--- src/rtl/reg_bank_pkg.sv ---
// Shared definitions for the arbitrated register bank: FunSel encodings and arbiter states.
package reg_bank_pkg;

  localparam logic [1:0] FS_CLEAR = 2'b00;
  localparam logic [1:0] FS_LOAD  = 2'b01;
  localparam logic [1:0] FS_DEC   = 2'b10;
  localparam logic [1:0] FS_INC   = 2'b11;

  typedef enum logic {
    ST_IDLE   = 1'b0,
    ST_LOCKED = 1'b1
  } arb_state_e;

endpackage

--- src/rtl/reg_cell.sv ---
// One bank register applying a FunSel op when enabled; q_next exposes the value the op
// would produce so the response path can capture it without recomputing.
module reg_cell
  import reg_bank_pkg::*;
#(
  parameter int WIDTH = 4
) (
  input  logic             clk,
  input  logic             rst,
  input  logic             en,
  input  logic [1:0]       funsel,
  input  logic [WIDTH-1:0] load_data,
  output logic [WIDTH-1:0] q,
  output logic [WIDTH-1:0] q_next
);

  always_comb begin
    q_next = q;
    case (funsel)
      FS_CLEAR: q_next = '0;
      FS_LOAD:  q_next = load_data;
      FS_DEC:   q_next = q - WIDTH'(1);
      default:  q_next = q + WIDTH'(1);
    endcase
  end

  always_ff @(posedge clk or posedge rst) begin
    if (rst) begin
      q <= '0;
    end else if (en) begin
      q <= q_next;
    end
  end

endmodule

--- src/rtl/reg_bank_arbiter.sv ---
// Register bank shared by NUM_REQ requesters with round-robin grant and locked sequences.
//   state      | meaning
//   ST_IDLE    | grant first valid requester at or after rr_ptr
//   ST_LOCKED  | only owner_q may be granted; its unlocking op returns to ST_IDLE
module reg_bank_arbiter
  import reg_bank_pkg::*;
#(
  parameter int WIDTH    = 4,
  parameter int NUM_REGS = 4,
  parameter int NUM_REQ  = 2,
  parameter int SW       = $clog2(NUM_REGS)
) (
  input  logic                      clk,
  input  logic                      rst,
  input  logic [NUM_REQ-1:0]        req_valid,
  output logic [NUM_REQ-1:0]        req_ready,
  input  logic [2*NUM_REQ-1:0]      req_funsel,
  input  logic [SW*NUM_REQ-1:0]     req_sel,
  input  logic [WIDTH*NUM_REQ-1:0]  req_data,
  input  logic [NUM_REQ-1:0]        req_lock,
  output logic [NUM_REQ-1:0]        rsp_valid,
  output logic [WIDTH-1:0]          rsp_data,
  output logic [WIDTH*NUM_REGS-1:0] regs_out
);

  localparam int PW = $clog2(NUM_REQ);

  arb_state_e       state_q, state_d;
  logic [PW-1:0]    owner_q, owner_d;
  logic [PW-1:0]    rr_ptr_q, rr_ptr_d;
  logic [PW-1:0]    cand;
  logic [PW-1:0]    gnt_idx;
  logic             found;
  logic             xfer;

  logic [1:0]       funsel_g;
  logic [SW-1:0]    sel_g;
  logic [WIDTH-1:0] data_g;

  logic [NUM_REGS-1:0] cell_en;
  logic [WIDTH-1:0]    cell_q    [NUM_REGS];
  logic [WIDTH-1:0]    cell_next [NUM_REGS];

  logic [NUM_REQ-1:0] rsp_valid_q;
  logic [WIDTH-1:0]   rsp_data_q;

  // Ready is held low during reset so nothing looks accepted while state is being cleared.
  always_comb begin
    req_ready = '0;
    found     = 1'b0;
    cand      = '0;
    if (!rst) begin
      if (state_q == ST_IDLE) begin
        for (int k = 0; k < NUM_REQ; k++) begin
          cand = PW'((int'(rr_ptr_q) + k) % NUM_REQ);
          if (!found && req_valid[cand]) begin
            req_ready[cand] = 1'b1;
            found           = 1'b1;
          end
        end
      end else begin
        req_ready[owner_q] = req_valid[owner_q];
      end
    end
  end

  always_comb begin
    gnt_idx = '0;
    for (int i = 0; i < NUM_REQ; i++) begin
      if (req_ready[i]) gnt_idx = PW'(i);
    end
  end

  assign xfer     = |(req_valid & req_ready);
  assign funsel_g = req_funsel[gnt_idx*2 +: 2];
  assign sel_g    = req_sel[gnt_idx*SW +: SW];
  assign data_g   = req_data[gnt_idx*WIDTH +: WIDTH];

  always_ff @(posedge clk or posedge rst) begin
    if (rst) begin
      state_q  <= ST_IDLE;
      owner_q  <= '0;
      rr_ptr_q <= '0;
    end else begin
      state_q  <= state_d;
      owner_q  <= owner_d;
      rr_ptr_q <= rr_ptr_d;
    end
  end

  // While locked the granted index is always the owner, so rr_ptr keeps owner+1.
  always_comb begin
    state_d  = state_q;
    owner_d  = owner_q;
    rr_ptr_d = rr_ptr_q;
    if (xfer) begin
      rr_ptr_d = (int'(gnt_idx) == NUM_REQ - 1) ? '0 : gnt_idx + PW'(1);
      if (req_lock[gnt_idx]) begin
        state_d = ST_LOCKED;
        owner_d = gnt_idx;
      end else begin
        state_d = ST_IDLE;
      end
    end
  end

  for (genvar r = 0; r < NUM_REGS; r++) begin : g_cell
    assign cell_en[r] = xfer && (sel_g == SW'(r));

    reg_cell #(.WIDTH(WIDTH)) u_cell (
      .clk       (clk),
      .rst       (rst),
      .en        (cell_en[r]),
      .funsel    (funsel_g),
      .load_data (data_g),
      .q         (cell_q[r]),
      .q_next    (cell_next[r])
    );

    assign regs_out[r*WIDTH +: WIDTH] = cell_q[r];
  end

  always_ff @(posedge clk or posedge rst) begin
    if (rst) begin
      rsp_valid_q <= '0;
      rsp_data_q  <= '0;
    end else begin
      rsp_valid_q <= req_valid & req_ready;
      if (xfer) rsp_data_q <= cell_next[sel_g];
    end
  end

  assign rsp_valid = rsp_valid_q;
  assign rsp_data  = rsp_data_q;

endmodule
--- config.mk ---
export PLATFORM = sky130hd
export DESIGN_NAME = reg_bank_arbiter
export DESIGN_NICKNAME = d
export VERILOG_FILES = /design/src/rtl/reg_bank_pkg.sv /design/src/rtl/reg_cell.sv /design/src/rtl/reg_bank_arbiter.sv
export SDC_FILE = /design/constraint.sdc
export NUM_CORES = 1
export LEC_CHECK = 0
export CORE_ASPECT_RATIO = 1.5
export CORE_UTILIZATION = 50
export CTS_CLUSTER_SIZE = 24
export DETAILED_ROUTE_END_ITERATION = 8
export DONT_BUFFER_PORTS = 1
export HOLD_SLACK_MARGIN = 0.06
export REMOVE_ABC_BUFFERS = 1
export SETUP_SLACK_MARGIN = 0.05
export SLEW_MARGIN = 20
export SYNTH_ARGS = -nofsm -noshare
export SYNTH_HDL_FRONTEND = slang
export SYNTH_SLANG_ARGS = --single-unit
--- constraint.sdc ---
create_clock -name clk -period 3.55 [get_ports clk]
set_input_delay 0.5325 -clock clk [delete_from_list [all_inputs] [get_ports clk]]
set_output_delay 0.5325 -clock clk [all_outputs]
set_load 0.02 [all_outputs]
==> run_results.csv <==
group,metric,value,unit
synthesis,postSynth.asyncResetShare,100,%
power_and_ir_drop,power_density,811,nW/um^2
synthesis,syn_area,1930,um^2
finish,nets,249,
placed_design,routabilityCongestion,0.909,
placed_design,place_inst,261,
finish,regArea,626,um^2
finish,area_growth,4.80,%
finish,multi_input_area,1240,um^2
grt,grt_max_degree,26,
cts,cts-buffers-inserted,3,
sta,max-slew-margin-rel,38.6,%
setup_path,cp_cell_sequence,"nor3b_1 > nor3_4 > mux2_2 > nand2_1 > xnor2_1 > ha_1 > mux2_1 > a222oi_1 > o21bai_1 > mux2_2",
finish,fill_cells,340,
routing,ant_nets,0,
sta,finalHoldWorstSlack,0.223,ns
grt,grt_util_all_layers,26.9,%
routing,routed_via_density,6.42,
synthesis,avgSynthCellArea,8.69,um^2
finish,final_cell_mix,"nand2_1 (28), dfrtp_1 (25), nor2_1 (22)",
routing,firstDrtPassIters,4,
power_and_ir_drop,ir_drop,574,uV
sta,fin_crit_sh,88.5,%
setup_path,worstPathMaxFanout,11,
sta,slew_violations,0,
synthesis,ys.flop_type,"dfrtp_1",
setup_path,crit_path_start_kind,"register",
cts,cts_tree,"done",
finish,diodes,0,
finish,layout_commonest_cell,"nand2_1",
cts,cts.sinks,25,
sta,rsz0062_at_grt,"false",
status,outcome,"completed",
synthesis,synth_top_area_cell,"dfrtp_1",
synthesis,syn_inst,222,
cts,post_cts.repair.setup_buffers,0,
setup_path,crit_slowest_cell,"nor3b_1",
finish,drive_above_1_share,11.3,%
routing,drtIter0Drc,48,
floorplanning,row_count,27,
sta,setup_tns,0,ns
sta,fmax,318,MHz
setup_path,cp-end-kind,"register",
synthesis,ys_warn_count,0,
synthesis,ys_ff_latch,25,
setup_path,critPathArrivalTime,3.31,ns
synthesis,synth_top_area_share,32.4,%
floorplanning,dieArea,4120,um^2
power_and_ir_drop,power.leakage,0.855,nW
sta,setup_violations,0,
placed_design,port_buffers,0,
cts,path_clk_slew,0.10,ns
sta,hold_violations,0,
finish,final_util,54.9,%
placed_design,dpl.hpwl,3760,um
grt,grt_pass1_wl,8270,um
routing,drc,0,
floorplanning,io_pins,46,
setup_path,crit_required,3.71,ns
placed_design,place_area,1970,um^2
floorplanning,core,3680,um^2
flow_run,cap_violations,0,
hold_path,min_path_type,"input port to asynchronous set/reset pin",
cts,htree_levels,1,
sta,tightest_slew,0.916,ns
cts,clock_latency,0.27,ns
floorplanning,die_x,52.7,um
routing,vias,1700,
grt,grt_pass1_vias,1733,
synthesis,ys_seq_area_share,32.4,%
sta,period_needed,3.14,ns
cts,clock_path_buffers,2,
power_and_ir_drop,power,1.64,mW
synthesis,yosys-top-cells-area,"dfrtp_1 (32%), mux2i_1 (7.8%), mux2_2 (6.4%), nand2_1 (5.4%), nor2_1 (4.3%)",
placed_design,dp_slack,0.286,ns
finish,final-instance-count-excl-fill,265,
cts,holdBufCountCts,0,
grt,antenna_found_initial,0,
routing,wl_per_cell,19.1,um
floorplanning,die_h,78.1,um
sta,fin_skew,0.00228,ns
setup_path,critPathMostFrequentCell,"mux2_2",
synthesis,synth_edf_count,0,
setup_path,setup.worst_path.class,"register to register",
cts,root_buffer,"clkbuf_8",
synthesis,yosysUniqueCellTypes,49,
routing,routed_wl,5060,um
finish,design_area,2020,um^2
grt,gr-total-overflow,0,
floorplanning,start_util,52.4,%
setup_path,slowest_delay,0.52,ns
sta,fin_ws,0.409,ns
cts,cts-resized-gates,0,
## worst max-delay path, delay by kind of cell (launching register included)
| family | cells | cell delay [ns] |
|---|---|---|
| adders and majority gates | 1 | 0.31 |
| DFF | 1 | 0.43 |
| xor gates and xnor gates | 1 | 0.18 |
| AOI/OAI and AO/OA | 2 | 0.39 |
| muxes | 3 | 0.95 |
| and+or+nand+nor | 3 | 0.77 |
## worst paths after layout
check | cells after the start | slack [ns] | end | start
max in group asynchronous | 1 | 2.90 | g_cell[0].u_cell.q[1] | rst
worst min-delay path | 1 | 0.22 | rsp_valid[0] | rst
worst max register to register | 10 | 0.41 | rsp_data[1] | state_q
min in group clk | 1 | 0.31 | rsp_valid[0] | rst
worst min register to register | 2 | 0.55 | rr_ptr_q | rr_ptr_q
worst max-delay path | 10 | 0.41 | rsp_data[1] | state_q
## metal layers
layer,part of all wire (%),vias to the layer above,global-route usage [%]
li1,-,815,-
met1,39,817,32.0
met2,54,62,46.8
met3,6.4,6,4.07
met4,1.1,0,10.3
met5,0,-,0
## final cells by class
cell class	count	share of cell area [%]
clock inverter	1	0.371
tap	43	2.66
timing repair buffer	5	1.86
sequential	25	30.9
clock buffer	3	2.04
multi-input combinational	183	61.2
inverter	5	0.928
## where the power goes
part	internal, mW	switching, mW
Clock	0.0796	0.0996
Sequential	0.409	0.323
Combinational	0.347	0.381
Total	0.836	0.804
## kinds of logic after synthesis
group,synth area share [%]
and+or+nand+nor,23.2
AOI/OAI and AO/OA,20.6
muxes,15.5
DFF,32.4
buffers and inverters,3.44
xor gates and xnor gates,2.27
adders and majority gates,2.59
## sequential cells by signal, indices dropped and copies added, names as in the netlist
| name | cells |
|---|---|
| rsp_valid | 2 |
| owner_q | 1 |
| g_cell.u_cell.q | 16 |
| state_q | 1 |
| rr_ptr_q | 1 |
| rsp_data | 4 |
## synth_stat cells, drive strengths merged, types with 2 or more instances
cell and number:
o31ai 6, dfrtp 25, nand3 6, buf 5, o22ai 2, nor2b 4
mux2 12, inv 5, a22o 4, nand3b 3, ha 4, and3 5
nor3 6, nand4 3, nand4b 2, xnor2 5, and2 2, a21boi 2
o21ai 8, nand2b 4, a21oi 15, nor2 22, nand2 28, a21o 2
mux2i 16, a31oi 3, o211ai 4, clkbuf 4, o21a 4
(Power assumes the default switching activity.)
==> variant (config.mk and constraints unchanged) <==
Set the parameter `NUM_REGS` to 8 (it was 4).
--- a/src/rtl/reg_bank_arbiter.sv
+++ b/src/rtl/reg_bank_arbiter.sv
@@ -8,3 +8,3 @@
   parameter int WIDTH    = 4,
-  parameter int NUM_REGS = 4,
+  parameter int NUM_REGS = 8,
   parameter int NUM_REQ  = 2,
Interface: changed (resized regs_out and req_sel); port bits go from 46 to 64. No check against the original RTL was run, so the function may have changed too.
==> variant against the original RTL <==
Setup slack better by 0.035 ns. Utilization down 0.22 points. Cell area up 66%. Total power up 79%. Wire length up 79%. Sequential cell count up 16. Synthesized area up 64%. Highest routed layer unchanged.
==> variant: results (changes against the original RTL) <==
[status]
status=complete, no violations

[routing]
drtPass1Iterations=7  ; +3
viasPerCell=6.557  ; +2.2%
drt_iter0_drc=160  ; +230%
wirelength_mm=9.066  ; +79%

[place]
dpl.cell_count=441  ; +69%
gp_congestion=0.8952  ; -1.5%
dpl-instance-area_um2=3257  ; +65%
post-place-ws_ns=0.3371  ; +0.05116 ns
dp_hpwl_mm=6.511  ; +73%

[synth]
synth.distinct_cells=54  ; +10%
synth_commonest_cells=dfrtp_1, nand2_1, nor2_1
yosysSeqAreaShare=0.3250  ; +0.0007557
syn_inst=375  ; +69%
synthTopCellsByArea=dfrtp_1, xnor2_1, a21oi_1

[grt]
grt_usage=0.3014  ; +0.03195
grt_first_pass_wirelength_mm=15.02  ; +82%
grt_max_degree=43  ; +65%

[power_and_ir_drop]
ir_drop_uv=448.9  ; -22%
powerComb_mw=1.30  ; +79%
p_per_area_nw_per_um2=875.9  ; +8.0%
power.internal_mw=1.452  ; +74%

[timing]
tightest_slew_ns=0.9035  ; -0.01206 ns

[clocking]
cts_buffers=5  ; +2
clock_latency_ns=0.31  ; +0.04 ns
htree_num_levels=2  ; +1
clock_path_buffers=2  ; unchanged

[layout]
largest_reg_flops=32  ; +16
num-fill-cells=608  ; +79%

[setup_path]
crit_path_top_delay_cell=dfrtp_1
critPathArrivalTime_ns=3.29  ; -0.02 ns
crit_path_max_fanout=12  ; +1

## variant: changes by cell type in the layout (fill, tap and decap cells not counted), moves of 10 or more
| cell | delta |
|---|---|
| xnor2_1 | +18 |
| dfrtp_1 | +16 |
| a21oi_1 | +15 |
| nor2_1 | +11 |
| buf_4 | +10 |
## variant: area by class of cell
cell class | instances | area [µm²] | area share
well taps | 74 | 92.59 | 0.02761
inverters | 14 | 52.55 | 0.01567
flip-flops and latches | 41 | 1026 | 0.3060
multi-input cells | 297 | 1973 | 0.5884
clock buffers | 6 | 82.58 | 0.02463
repair buffers | 15 | 112.6 | 0.03358
clock inverters | 2 | 13.76 | 0.004104
## variant: worst paths after layout
| path | slack (ns) | endpoint | start | depth (start not counted) |
|---|---|---|---|---|
| min in group clk | 0.31 | owner_q | req_lock[0] | 1 |
| max reg2reg | 0.44 | rsp_data[2] | state_q | 12 |
| max | 0.44 | rsp_data[2] | state_q | 12 |
| min reg2reg | 0.55 | rr_ptr_q | rr_ptr_q | 2 |
| max in group asynchronous | 2.91 | g_cell[7].u_cell.q[1] | rst | 2 |
| min | 0.25 | rsp_valid[0] | rst | 2 |
## variant: cells by family after synthesis
family / synth area share
AO/OA/AOI/OAI: 0.2743
XOR/XNOR: 0.06659
adder cells (fa/ha/maj): 0.03171
buffers and inverters: 0.05232
flip-flops: 0.3250
multiplexers: 0.06302
AND/OR/NAND/NOR: 0.1871
## variant: routing by layer
metal,GRT usage,vias up,wire (µm)
met1,0.3714,1421,3717
met5,0,-,0
met4,0.1244,0,309
li1,-,1397,-
met2,0.5027,106,4562
met3,0.05849,20,476
